===== src/rtl/usr_burst_shift.sv =====
// Universal WIDTH-bit shift register with a counted burst engine.
// Ports: clk, reset, en, mode, in, msb, lsb, start, count -> out, so_right, so_left, busy, done.
module usr_burst_shift #(
  parameter int WIDTH = 8,
  parameter int CW    = 4
) (
  input  logic             clk,
  input  logic             reset,
  input  logic             en,
  input  logic [2:0]       mode,
  input  logic [WIDTH-1:0] in,
  input  logic             msb,
  input  logic             lsb,
  input  logic             start,
  input  logic [CW-1:0]    count,
  output logic [WIDTH-1:0] out,
  output logic             so_right,
  output logic             so_left,
  output logic             busy,
  output logic             done
);

  typedef enum logic {IDLE, RUN} state_t;

  state_t           state_q;
  logic [WIDTH-1:0] out_q;
  logic [WIDTH-1:0] out_d;
  logic [CW-1:0]    rem_q;
  logic [2:0]       bmode_q;
  logic [2:0]       sel_mode;
  logic             busy_q;
  logic             done_q;

  // A burst replays its latched mode; otherwise the live mode applies.
  assign sel_mode = (state_q == RUN) ? bmode_q : mode;

  always_comb begin
    out_d = out_q;
    unique case (sel_mode)
      3'b000: out_d = out_q;
      3'b001: out_d = {msb, out_q[WIDTH-1:1]};
      3'b010: out_d = {out_q[WIDTH-2:0], lsb};
      3'b011: out_d = in;
      3'b100: out_d = {out_q[0], out_q[WIDTH-1:1]};
      3'b101: out_d = {out_q[WIDTH-2:0], out_q[WIDTH-1]};
      3'b110: out_d = {out_q[WIDTH-1], out_q[WIDTH-1:1]};
      3'b111: out_d = '0;
      default: out_d = out_q;
    endcase
  end

  always_ff @(posedge clk) begin
    if (reset) begin
      state_q <= IDLE;
      out_q   <= '0;
      rem_q   <= '0;
      bmode_q <= 3'b000;
      busy_q  <= 1'b0;
      done_q  <= 1'b0;
    end else begin
      done_q <= 1'b0;
      unique case (state_q)
        IDLE: begin
          if (start) begin
            bmode_q <= mode;
            rem_q   <= count;
            if (count != '0) begin
              state_q <= RUN;
              busy_q  <= 1'b1;
            end else begin
              done_q <= 1'b1;
            end
          end else if (en) begin
            out_q <= out_d;
          end
        end
        RUN: begin
          if (en) begin
            out_q <= out_d;
            rem_q <= rem_q - 1'b1;
            if (rem_q == {{(CW-1){1'b0}}, 1'b1}) begin
              state_q <= IDLE;
              busy_q  <= 1'b0;
              done_q  <= 1'b1;
            end
          end
        end
        default: state_q <= IDLE;
      endcase
    end
  end

  assign out      = out_q;
  assign so_right = out_q[0];
  assign so_left  = out_q[WIDTH-1];
  assign busy     = busy_q;
  assign done     = done_q;

endmodule


===== config.mk =====
export PLATFORM = sky130hd
export DESIGN_NAME = usr_burst_shift
export DESIGN_NICKNAME = d
export VERILOG_FILES = /design/src/rtl/usr_burst_shift.sv
export SDC_FILE = /design/constraint.sdc
export NUM_CORES = 1
export LEC_CHECK = 0
export ABC_AREA = 1
export ABC_CLOCK_PERIOD_IN_PS = 1600
export BUFFER_PORTS_ARGS = -buffer_cell sky130_fd_sc_hd__buf_2
export CORE_ASPECT_RATIO = 0.8
export CORE_UTILIZATION = 35
export DETAILED_ROUTE_END_ITERATION = 7
export GPL_TIMING_DRIVEN = 0
export PLACE_DENSITY = 0.67
export SLEW_MARGIN = 20
export SYNTH_ARGS = -nofsm -noshare
export SYNTH_HDL_FRONTEND = slang
export SYNTH_SLANG_ARGS = --single-unit

===== constraint.sdc =====
create_clock -name clk -period 1.6 [get_ports clk]
set_input_delay 0.16 -clock clk [delete_from_list [all_inputs] [get_ports clk]]
set_output_delay 0.16 -clock clk [all_outputs]
set_load 0.02 [all_outputs]

# [Yosys cells after proc, flatten, opt, wreduce, memory -nomap -nowiden]
# Index checks and enable logic that the tools add are counted.
# Widths: inputs -> output; s select.
[word_totals] mem_count=0 inputBits=21 romBits=0 ff_bits=18 ramBits=0 output_inout_bits=12 latch_bits=0
[op_classes] reduce_logical=5 muxes=23 n_addsub=1 n_div=0 shifts=0 magnitude_cmp=0 eq_ne=13 multipliers=0 n_bitwise=1
[op_table] cell="$pmux 8 s8" n=1
[op_table] cell="$mux 8" n=2
[op_table] cell="$pmux 8 s2" n=1
[op_table] cell="$eq 3x3->1 const B" n=4
[op_table] cell="$mux 1" n=12
[op_table] cell="$mux 4" n=2
[op_table] cell="$ne 2x2->1 const B" n=4
[op_table] cell="$pmux 4 s2" n=1
[op_table] cell="$eq 3x2->1 const B" n=2
[op_table] cell="$pmux 1 s2" n=3
[op_table] cell="$eq 4x1->1 const B" n=1
[op_table] cell="$reduce_and 2->1" n=2
[op_table] cell="$reduce_and 4->1" n=1
[op_table] cell="$reduce_bool 4->1" n=1
[op_table] cell="$sub 4x1->4 const B" n=1
[op_table] cell="$eq 3x1->1 const B" n=1
[op_table] cell="$logic_not 3->1" n=1
[op_table] cell="$mux 3" n=1
[op_table] cell="$ne 2x1->1 const B" n=1
[op_table] cell="$not 1->1" n=1

# [Longest topological paths before layout]
# Gate-level depths: netlist of the first run.
[logic_depth] depth_word=6 depth_mapped=12 depth_no_buf=10

# [Least setup slack after synthesis of the first run]
# No wires, ideal clock.
[synth_timing] kind="flip-flop to flip-flop" startpoint="reg state_q" endpoint="reg out_q[4], in the netlist out[4]" path_buffers=3 stages_incl_launch_ff=12 t_arrival_ns=1.224 setup_slack_ns=0.261 t_required_ns=1.485 setup_ns=0.115 cell_sequence="dfxtp_1 buf_6 inv_6 buf_12 nand2_8 inv_4 nor2_8 nand2_4 inv_2 buf_6 nand4_1 and2_1"
[synth_between] elab_chain_len=6 word_cells_on_any_way=15
[synth_lines] element="start: declaration" line="25" rtl="state_t state_q;"
[synth_lines] element="start signal: assignment" line="54" rtl="state_q <= IDLE;"
[synth_lines] element="start signal: assignment" line="68" rtl="state_q <= RUN;"
[synth_lines] element="start signal: assignment" line="82" rtl="state_q <= IDLE;"
[synth_lines] element="$mux 3" line="35" rtl="assign sel_mode = (state_q == RUN) ? bmode_q : mode;"
[synth_lines] element="$eq 3x3->1 (tied with other cells)" line="39" rtl="unique case (sel_mode)"
[synth_lines] element="$pmux 8 s8" line="39"
[synth_lines] element="$mux 8" line="73, 78"
[synth_lines] element="$mux 8" line="64" rtl="if (start) begin"
[synth_lines] element="$pmux 8 s2" line="62" rtl="unique case (state_q)"
[synth_lines] element="end signal: assignment" line="74" rtl="out_q <= out_d;"
[synth_lines] element="end signal: assignment" line="79" rtl="out_q <= out_d;"
[synth_lines] element="end: declaration" line="26" rtl="logic [WIDTH-1:0] out_q;"
# Several ways; a longest one is shown, not always the timed one. The select of a mux whose other input is x is not followed.
# A chain may end at the register's enable or synchronous reset.

# [Worst setup path in the final report of the first run]
[layout_timing] startpoint="reg state_q" endpoint="reg out_q[3], in the netlist out[3]"
# The elaborated chain is that of the path after synthesis.

==> results of run 1 <==
==> cell families (layout without fill, tap and decap cells) <==
family / after synthesis / in the layout / share of synthesized area, %
simple gates: 94 / 94 / 41.1
compound gates: 32 / 32 / 14.1
buf+inv: 26 / 61 / 11.8
flops: 18 / 18 / 29.5
fa+ha+maj: 2 / 2 / 2.05
xor+xnor: 2 / 2 / 1.43
==> where the power goes <==
| group | switching, mW | internal [mW] | leakage (nW) |
|---|---|---|---|
| registers | 0.0336 | 0.489 | 0.149 |
| logic | 0.243 | 0.159 | 0.540 |
| clock network | 0.157 | 0.219 | 0.0288 |
==> what timing repair did <==
item | 4_1_cts | 5_1_grt
hold buffers | 0 | 0
setup buffers | 0 | 0
endpoints found under the setup margin | 0 | 3
resized for setup | 0 | 1
==> placed cells by master (no fill, tap or decap), types with 2 or more instances in the layout <==
| cell | count |
|---|---|
| sky130_fd_sc_hd__nor3_1 | 3 |
| sky130_fd_sc_hd__clkbuf_1 | 2 |
| sky130_fd_sc_hd__nand2_4 | 7 |
| sky130_fd_sc_hd__dfxtp_1 | 18 |
| sky130_fd_sc_hd__nor2_1 | 18 |
| sky130_fd_sc_hd__clkbuf_8 | 4 |
| sky130_fd_sc_hd__o21ai_0 | 9 |
| sky130_fd_sc_hd__nand3_1 | 12 |
| sky130_fd_sc_hd__buf_4 | 2 |
| sky130_fd_sc_hd__ha_1 | 2 |
| sky130_fd_sc_hd__and2_1 | 3 |
| sky130_fd_sc_hd__o21ai_1 | 5 |
| sky130_fd_sc_hd__o22ai_1 | 2 |
| sky130_fd_sc_hd__inv_1 | 14 |
| sky130_fd_sc_hd__nand2_2 | 6 |
| sky130_fd_sc_hd__inv_2 | 3 |
| sky130_fd_sc_hd__nand4_1 | 5 |
| sky130_fd_sc_hd__buf_2 | 31 |
| sky130_fd_sc_hd__a21oi_1 | 13 |
| sky130_fd_sc_hd__nand2_1 | 37 |
| sky130_fd_sc_hd__buf_6 | 2 |
==> sequential cells by signal, summed over array words and instances (netlist names) <==
register and cells:
busy 1, done 1, state_q 1, bmode_q 3, out 8, rem_q 4
==> per-layer routing <==
metal  GRT usage, %  vias to the layer above  part of all wire (%)
met4           7.29                        0                   1.7
li1               -                      641                     -
met3           2.08                        5                   6.6
met5              0                        -                     0
met2           24.3                       47                    40
met1           23.7                      504                    52
==> worst max-delay path: cells and delay by family, from the launching register on <==
kind | cells | cell delay (ns)
simple gates | 5 | 0.38
compound gates | 1 | 0.08
flops | 1 | 0.33
buf+inv | 6 | 0.55
==> stage by stage <==
stage | instance area (µm²) | worst slack, ns | cells | util (%)
after global routing | 1490 | 0.00970 | 249 | 46.4
after detailed placement | 1430 | 0.131 | 245 | 44.6
after floorplan | 1220 | 0.261 | 174 | -
after global placement | 1430 | 0.138 | 245 | 44.6
after CTS | 1480 | 0.120 | 249 | 46.4
final | 1490 | 0.128 | 249 | 46.4
==> area by class of cell <==
class,count,area [µm²],share of cell area [%]
inverter,19,78.8,5.31
sequential,18,360,24.3
buffer,7,65.1,4.38
tap,40,50.0,3.37
clock buffer,4,55.1,3.71
multi-input combinational,130,721,48.5
timing repair buffer,31,155,10.4
==> worst max-delay path by stage <==
stage / to / cells after the start / from / slack [ns]
after floorplan: out[4] / 11 / state_q / 0.26
after global placement: out[3] / 12 / state_q / 0.14
after detailed placement: out[4] / 11 / state_q / 0.13
after CTS: out[4] / 11 / state_q / 0.12
after global routing: out[3] / 12 / state_q / 0.01
final: out[3] / 12 / state_q / 0.13
==> impl_results.md, run 1 <==
- Area of the core: 3200 µm²
- Path category of the worst min-delay check: input port to flip-flop
- Critical R2R Capture: out[3]
- Post-synth ARST share: 0%
- Ratio of final minimum period to clock period: a little over 90%
- Minimum hold slack: 0.173 ns
- Final-report hold violation count: 0
- Series of cell instances along the critical path: buf_6 -> inv_6 -> buf_12 -> nand2_8 -> inv_4 -> nor2_8 -> nand2_4 -> inv_2 -> buf_6 -> o21ai_0 -> nor2_1 -> nor2_1
- Mapped Cells: between 150 and 200
- Maximum single-stage delay on the critical path: approximately 0.33 ns
- Setup Skew: ~0.0035 ns
- Initial antenna violation count: 0
- Clock slew at the register clock pins of the worst setup and hold paths: about 0.07 ns
- Dominant register cell in the synthesized netlist: sky130_fd_sc_hd__dfxtp_1
- Pin count of the biggest net entering global routing: 11
- Ports placed on the boundary: 33
- Wirelength, routed: ~2800 µm
- Layout Area Growth over Synthesis: 21.5%
- Final Max Tran Viols: 0
- Library cell with the largest summed area after synthesis: sky130_fd_sc_hd__dfxtp_1
- Leftover overflow at the end of global routing: 0
- Number of maximum-capacitance violations: 0
- Unrepaired setup endpoints after global routing: false
- Cell area power density: about 880 nW/µm²
- Count of antenna-violating nets left after detailed routing: 0
- Area fraction of the dominant cell type after synthesis: between 20% and 30%
- Post-route minimum period: approximately 1.5 ns
- Commonest cells in the synthesized netlist: sky130_fd_sc_hd__nand2_1 (38), sky130_fd_sc_hd__dfxtp_1 (18), sky130_fd_sc_hd__nor2_1 (18), sky130_fd_sc_hd__inv_1 (14), sky130_fd_sc_hd__a21oi_1 (13)
- Hold Crit Start: mode[0]
- Leading cell types by total area after synthesis: sky130_fd_sc_hd__dfxtp_1 (29%), sky130_fd_sc_hd__nand2_1 (12%), sky130_fd_sc_hd__nand2_4 (6.4%)
- Overall die width: 68.1 µm
- Worst-path fanout max: 10
- Synthesized cell area: around 1200 µm²
- Number of port buffers: 31
- First-pass GRT wire length: between 4000 and 5000 µm
- Setup violations, final: 0
- Violation count after the first detailed-routing iteration: 60
- R2r startpoint: state_q
- Status: finished clean
- Length of the first detailed-routing pass in iterations: 4
- Transition time at the pin with the least slew margin: around 0.43 ns
- Buffer levels on the longest clock path: 2
- Worst path arrival time: 1.62 ns
- Startpoint types: flip-flop
- Flop2flop setup slack: about 0.13 ns
- Number of distinct library cells after synthesis: 30
- Clock buffer count from CTS: 3
- Clock H-tree levels: 1
- Yosys warnings: 0
- Share of post-route cells with drive strength above 1: 29.7%
- Total vias in the final route: 1,197
- Final TNS setup: 0 ns
- Standard-cell rows: 18
- GRT Total Usage: approximately 16%
- # fillers: ~340
- Detailed-route DRC error count: 0
- Worst endpoint required time: ~1.8 ns
- Relative max-transition margin: between 70 and 80%
- Count of flip-flops with a built-in enable after synthesis: 0
- Post-synthesis register bit count: 18
- Master cell of the clock root buffer: sky130_fd_sc_hd__clkbuf_8
- Clk_lat worst skew: 0.26 ns
- Most common cell in the netlist: sky130_fd_sc_hd__nand2_1
- Worst hold stages: 3
- Upper clock frequency limit: roughly 680 MHz
- VDD IR max: approximately 0.4 mV
- Vert. Die Dim: 54.9 µm
- Diode insertion count for antenna repair: 0
- Worst Path Class, Setup: flip-flop to flip-flop
- Sinks on the clock net: 18
- Post-synthesis sequential area ratio: 29.5%
- CTS tree: done
- Mean cell area of the mapped netlist: between 7 and 8 µm²
- Routed vias/inst: around 4.8
- Kind of capture point of the worst setup path: flip-flop
- Depth of the worst register-to-register path: 12
- Post-layout total power: 1.30 mW
- Weighted congestion reported at the end of routability-driven placement: roughly 0.84
- HPWL after DPL: about 2100 µm
- Wirelength per Cell: roughly 11 µm
- Post-Syn Nets: just under 200
- Cell with the biggest individual delay on the critical path: sky130_fd_sc_hd__dfxtp_1
- Initial standard-cell utilization of the core: about two fifths
- Post-layout net count: 233
- Vias in the first global route: just over 1,000
- Static power due to leakage: approximately 0.72 nW
- Endpoint of the worst hold-timing path: bmode_q[0]
- Floorplan die area: ~3700 µm²
(Power assumes the default switching activity.)
==> run 2: changes to the inputs <==
--- a/config.mk
+++ b/config.mk
@@ -8,11 +8,13 @@
 export ABC_AREA = 1
 export ABC_CLOCK_PERIOD_IN_PS = 1600
 export BUFFER_PORTS_ARGS = -buffer_cell sky130_fd_sc_hd__buf_2
+export CELL_PAD_IN_SITES_DETAIL_PLACEMENT = 1
+export CELL_PAD_IN_SITES_GLOBAL_PLACEMENT = 1
 export CORE_ASPECT_RATIO = 0.8
 export CORE_UTILIZATION = 35
 export DETAILED_ROUTE_END_ITERATION = 7
 export GPL_TIMING_DRIVEN = 0
-export PLACE_DENSITY = 0.67
+export PLACE_DENSITY = 0.86
 export SLEW_MARGIN = 20
 export SYNTH_ARGS = -nofsm -noshare
 export SYNTH_HDL_FRONTEND = slang
==> run 2 against run 1 <==
- final cell count is 0.40% higher
- register-to-register slack better by 0.02 ns
- critical path depth stayed put
- worst setup slack better by 0.017 ns
- worst hold slack better by 0.0094 ns
- critical path type unchanged
- largest power group unchanged
==> impl_results.md, run 2 (synthesized netlist as in run 1, its figures left out) <==
- Status: finished clean
- Weighted congestion reported at the end of routability-driven placement: approximately 0.79
- Detailed-route DRC error count: 0
- Post-layout total power: approximately 1.3 mW
- Worst hold stages: 3
- First-pass GRT wire length: 5320 µm
- Number of maximum-capacitance violations: 0
- Final Max Tran Viols: 0
- Final TNS setup: 0 ns
- Worst Path Class, Setup: flip-flop to flip-flop
- Most common cell after layout, fill and taps aside: sky130_fd_sc_hd__nand2_1
- Standard-cell rows: 18
- Cell with the biggest individual delay on the critical path: sky130_fd_sc_hd__dfxtp_1
- Hold_buf cts: 0
- Vert. Die Dim: approximately 55 µm
- Path category of the worst min-delay check: input port to flip-flop
- Post-route minimum period: ~1.5 ns
- Startpoint types: flip-flop
- Initial antenna violation count: 0
- Vias in the first global route: around 1,200
- Overall die width: slightly below 70 µm
- Cell area power density: 846 nW/µm²
- Share of post-route cells with drive strength above 1: approximately 30%
- Post-DP Area: between 1000 and 1500 µm²
- Highest metal layer used by the detailed router: met4
- Critical R2R Capture: out[3]
- Endpoint of the worst hold-timing path: rem_q[1]
- R2r startpoint: state_q
- Clk_lat worst skew: between 0.2 and 0.3 ns
- # fillers: between 400 and 500
- Final Instance Area: about 1500 µm²
- Pin count of the biggest net entering global routing: 11
- Upper clock frequency limit: between 600 and 700 MHz
- Ports placed on the boundary: 33
- DP Cell Count: between 200 and 250
- Layout Area Growth over Synthesis: 21.4%
- Top library cells by usage in the layout, fill and taps aside: sky130_fd_sc_hd__nand2_1 (38), sky130_fd_sc_hd__buf_2 (31), sky130_fd_sc_hd__nor2_1 (18), sky130_fd_sc_hd__dfxtp_1 (18), sky130_fd_sc_hd__inv_1 (14)
- Worst-path fanout max: 10
- Sinks on the clock net: 18
- Depth of the worst register-to-register path: 12
- Leftover overflow at the end of global routing: 0
- HPWL after DPL: approximately 2500 µm
- Violation count after the first detailed-routing iteration: 40
- Buffer levels on the longest clock path: 2
- Clock buffer count from CTS: 3
- Setup violations, final: 0
- Final-report hold violation count: 0
- Post-layout net count: between 200 and 250
- GRT Total Usage: 19.3%
- Static power due to leakage: 0.719 nW
- Worst endpoint required time: approximately 1.8 ns
- Wirelength per Cell: roughly 12 µm
- Number of buffers and inverters on the critical path: 6
- Hold Crit Start: count[1]
- CTS tree: done
- Ratio of final minimum period to clock period: 91.0%
- Delay-heaviest family, CP: buffers and inverters
- Area of the core: between 3000 and 4000 µm²
- Length of the first detailed-routing pass in iterations: 4
- Maximum single-stage delay on the critical path: approximately 0.32 ns
- Clock H-tree levels: 1
- Unrepaired setup endpoints after global routing: false
- Total vias in the final route: ~1,200
- Transition time at the pin with the least slew margin: 0.492 ns
- Met3 routed wirelength: approximately 90 µm
- Initial standard-cell utilization of the core: 38.2%
- Flop2flop setup slack: 0.14 ns
- Wirelength, routed: approximately 3100 µm
- DRT met1 WL: about 1600 µm
- Number of port buffers: 31
- Routed vias/inst: approximately 5
- Diode insertion count for antenna repair: 0
- Setup Skew: 0.00567 ns
- Series of cell instances along the critical path: buf_6 -> inv_6 -> buf_12 -> nand2_8 -> inv_4 -> nor2_8 -> nand2_4 -> inv_2 -> buf_6 -> o21ai_1 -> nor2_1 -> nor2_1
- Floorplan die area: 3730 µm²
- Max reg flops: 8
- Clock slew at the register clock pins of the worst setup and hold paths: 0.07 ns
- Final cell count without fillers: 250
- VDD IR max: 0.533 mV
- Count of antenna-violating nets left after detailed routing: 0
- Master cell of the clock root buffer: sky130_fd_sc_hd__clkbuf_8
- Kind of capture point of the worst setup path: flip-flop
- Worst path arrival time: 1.60 ns
- Relative max-transition margin: between 60% and 70%
- Wire length on met2: 1360 µm
[run 2: cell count changes in the layout (fill, tap and decap cells not counted)]
cell                       before  now
sky130_fd_sc_hd__nand2_2        6    5
sky130_fd_sc_hd__buf_4          2    4
sky130_fd_sc_hd__nand2_1       37   38
sky130_fd_sc_hd__o21ai_0        9    7
sky130_fd_sc_hd__clkbuf_8       4    3
sky130_fd_sc_hd__o21ai_1        5    7
[run 2: report_power, final]
group	internal, mW	switching (mW)	leakage, nW
Clock	0.167	0.151	0.0216
Sequential	0.489	0.0337	0.149
Combinational	0.163	0.251	0.549
[run 2: tightest hold or removal path, stage by stage]
cell                       delay, ns
sky130_fd_sc_hd__buf_2          0.09
sky130_fd_sc_hd__a221oi_1       0.07
sky130_fd_sc_hd__nor2_1         0.08
[run 2: repair_timing]
action | CTS | global route
hold endpoints to repair | 0 | 0
setup endpoints to repair | 0 | 3
resized for setup | 0 | 2
setup buffers | 0 | 2
[run 2: how the worst max path moves through the flow]
stage	start	end	cells past startpoint
detailed placement	state_q	out[3]	12
finish	state_q	out[3]	12
floorplan	state_q	out[4]	11
global route	state_q	out[3]	12
CTS	state_q	out[3]	12
global placement	state_q	out[3]	12
[run 2: area by class of cell]
class	count	area (µm²)	area share (%)
buffer	7	65.1	4.38
clock buffer	3	41.3	2.78
inverter	19	78.8	5.31
multi-input combinational	130	718	48.4
sequential	18	360	24.3
tap	40	50.0	3.37
timing repair buffer	33	170	11.5
[run 2: per-layer routing]
| metal | GRT usage (%) | vias up |
|---|---|---|
| li1 | - | 642 |
| met1 | 26.5 | 570 |
| met2 | 31.5 | 21 |
| met3 | 3.13 | 4 |
| met4 | 4.17 | 0 |
| met5 | 0 | - |
[run 2: stage by stage]
| stage | util, % | hold WS [ns] | setup slack [ns] |
|---|---|---|---|
| 2_1_floorplan | - | 0.303 | 0.261 |
| 3_3_place_gp | 44.6 | 0.431 | 0.120 |
| 3_5_place_dp | 44.6 | 0.459 | 0.0877 |
| 4_1_cts | 45.9 | 0.182 | 0.0756 |
| 5_1_grt | 46.4 | 0.194 | 0.0107 |
| 6_report | 46.4 | 0.182 | 0.144 |
==> run 3: changes to the inputs <==
--- a/config.mk
+++ b/config.mk
@@ -11,10 +11,10 @@
 export CELL_PAD_IN_SITES_DETAIL_PLACEMENT = 1
 export CELL_PAD_IN_SITES_GLOBAL_PLACEMENT = 1
 export CORE_ASPECT_RATIO = 0.8
-export CORE_UTILIZATION = 35
+export CORE_UTILIZATION = 36
 export DETAILED_ROUTE_END_ITERATION = 7
 export GPL_TIMING_DRIVEN = 0
-export PLACE_DENSITY = 0.86
+export PLACE_DENSITY = 0.88
 export SLEW_MARGIN = 20
 export SYNTH_ARGS = -nofsm -noshare
 export SYNTH_HDL_FRONTEND = slang
==> run 3 against run 2 <==
- via count is 0.81% higher
- sequential share of layout area is 0.16 points lower
- final area is 0.67% higher
- clock power is 2% lower
- critical path depth stayed put
- flip-flop and latch count stayed put
- count of clock-buffer cells in the layout stayed put
- die area is 2.7% lower
- sequential power hardly changed
- worst hold slack better by 0.0072 ns
- routed wire length is 8.9% higher
==> impl_results.md, run 3 (synthesized netlist as in run 1, its figures left out) <==
- Standard-cell rows: 18
- Startpoint types: flip-flop
- Logic pwr share: 33.6%
- Final Max Tran Viols: 0
- Leftover overflow at the end of global routing: 0
- Buffer levels on the longest clock path: 2
- Most common cell after layout, fill and taps aside: sky130_fd_sc_hd__nand2_1
- Top library cells by usage in the layout, fill and taps aside: sky130_fd_sc_hd__nand2_1 (37), sky130_fd_sc_hd__buf_2 (31), sky130_fd_sc_hd__nor2_1 (18), sky130_fd_sc_hd__dfxtp_1 (18), sky130_fd_sc_hd__inv_1 (14)
- Worst endpoint required time: 1.74 ns
- Final-report hold violation count: 0
- Ratio of final minimum period to clock period: about 93%
- Unrepaired setup endpoints after global routing: false
- Post-Place Setup Slack: between 0.08 and 0.09 ns
- Kind of capture point of the worst setup path: flip-flop
- Path category of the worst min-delay check: input port to flip-flop
- Number of maximum-capacitance violations: 0
- Master cell of the clock root buffer: sky130_fd_sc_hd__clkbuf_8
- Cell area power density: 844 nW/µm²
- Final Instance Area: 1490 µm²
- Post-route minimum period: about 1.5 ns
- First-pass GRT wire length: around 5300 µm
- Count of antenna-violating nets left after detailed routing: 0
- Post-route worst setup slack: roughly 0.12 ns
- Ports placed on the boundary: 33
- Clock buffer count from CTS: 3
- Overall die width: 67.2 µm
- Clock share of power: approximately a quarter
- Post-layout total power: ~1.3 mW
- Static power due to leakage: between 0.7 and 0.8 nW
- Relative max-transition margin: between 60% and 70%
- Worst-path fanout max: 10
- Status: finished clean
- Upper clock frequency limit: between 600 and 700 MHz
- Share of post-route cells with drive strength above 1: between 30% and 40%
- Wirelength, routed: approximately 3400 µm
- Violation count after the first detailed-routing iteration: about 40
- Initial antenna violation count: 0
- Total vias in the final route: about 1,200
- Worst Path Class, Setup: flip-flop to flip-flop
- Floorplan die area: 3630 µm²
- Post-layout net count: ~240
- Weighted congestion reported at the end of routability-driven placement: approximately 0.76
- Clk_lat worst skew: 0.25 ns
- Pin count of the biggest net entering global routing: 11
- Area of the core: 3150 µm²
- Worst path arrival time: between 1.5 and 2 ns
- Sinks on the clock net: 18
- Length of the first detailed-routing pass in iterations: 4
- Setup Skew: 0.00187 ns
- Clock H-tree levels: 1
- CTS tree: done
- Diode insertion count for antenna repair: 0
- Wirelength per Cell: 13.5 µm
- Detailed-route DRC error count: 0
- HPWL after DPL: 2470 µm
- Portion of total power attributed to sequential cells: between 40% and 50%
- Number of port buffers: 31
- Final design utilization: 47.4%
- Vias in the first global route: 1,130
- Max reg flops: 8
- Final TNS setup: 0 ns
- VDD IR max: between 0.5 and 0.6 mV
- Transition time at the pin with the least slew margin: 0.506 ns
- Post-DP Area: between 1000 and 1500 µm²
- Internal power: a little over 0.8 mW
- Initial standard-cell utilization of the core: 38.8%
- Net Sw Frac: approximately a third
- Setup violations, final: 0
- Clock slew at the register clock pins of the worst setup and hold paths: about 0.070 ns
- GRT Total Usage: between 20% and 30%
- Sw Pwr: ~0.44 mW
- Routed vias/inst: slightly below 5
- Vert. Die Dim: 54.1 µm
- Layout Area Growth over Synthesis: 22.2%
## run 3: cell types whose count changed in the layout (fill, tap and decap cells not counted)
cell                      delta
sky130_fd_sc_hd__buf_4       +1
sky130_fd_sc_hd__nand2_1     -1
sky130_fd_sc_hd__nand2_2     +1
## run 3: worst paths after layout
| kind | startpoint | depth (start not counted) | to | slack [ns] |
|---|---|---|---|---|
| worst min-delay path | count[1] | 3 | rem_q[1] | 0.19 |
| worst min register to register | bmode_q[1] | 2 | bmode_q[1] | 0.48 |
| worst max-delay path | state_q | 12 | out[5] | 0.12 |
| worst max register to register | state_q | 12 | out[5] | 0.12 |
## run 3: critical path, stage by stage (launching register included)
cell and delay, ns:
sky130_fd_sc_hd__dfxtp_1 0.32, sky130_fd_sc_hd__buf_6 0.13, sky130_fd_sc_hd__inv_6 0.04, sky130_fd_sc_hd__buf_12 0.14
sky130_fd_sc_hd__nand2_8 0.08, sky130_fd_sc_hd__inv_4 0.05, sky130_fd_sc_hd__nor2_8 0.09, sky130_fd_sc_hd__nand2_4 0.08
sky130_fd_sc_hd__inv_2 0.07, sky130_fd_sc_hd__buf_6 0.13, sky130_fd_sc_hd__o21ai_1 0.07, sky130_fd_sc_hd__nor2_1 0.11
sky130_fd_sc_hd__nor2_1 0.06
## run 3: area by class of cell
class,instances,area [µm²]
Buffer,7,65.1
Tap cell,40,50.0
Clock buffer,3,41.3
Timing Repair Buffer,34,178
Fill cell,435,1660
Inverter,19,78.8
Multi-Input combinational cell,130,721
Sequential cell,18,360
## run 3: what timing repair did
action	in CTS	in global routing
endpoints found under the hold margin	0	0
endpoints found under the setup margin	0	7
setup buffers	0	3
hold buffers	0	0
resized for setup	0	3
## run 3: per-stage QoR
step,hold slack [ns],std cells
3_3_place_gp,0.434,245
2_1_floorplan,0.303,174
5_1_grt,0.206,251
6_report,0.189,251
3_5_place_dp,0.449,245
4_1_cts,0.186,248
## run 3: power by group through the flow
stage	Combinational [mW]	Clock [mW]	Sequential, mW
floorplan	0.274	0	0.552
global placement	0.400	0	0.532
detailed placement	0.410	0	0.532
CTS	0.416	0.322	0.523
global route	0.474	0.338	0.528
finish	0.424	0.313	0.524
## run 3: layer usage
| metal | global-route usage (%) | vias up | share of wire, % |
|---|---|---|---|
| met5 | 0 | - | 0 |
| met4 | 2.13 | 0 | 0.56 |
| met3 | 4.45 | 2 | 3.6 |
| met2 | 33.2 | 24 | 46 |
| met1 | 28.6 | 580 | 50 |
| li1 | - | 641 | - |
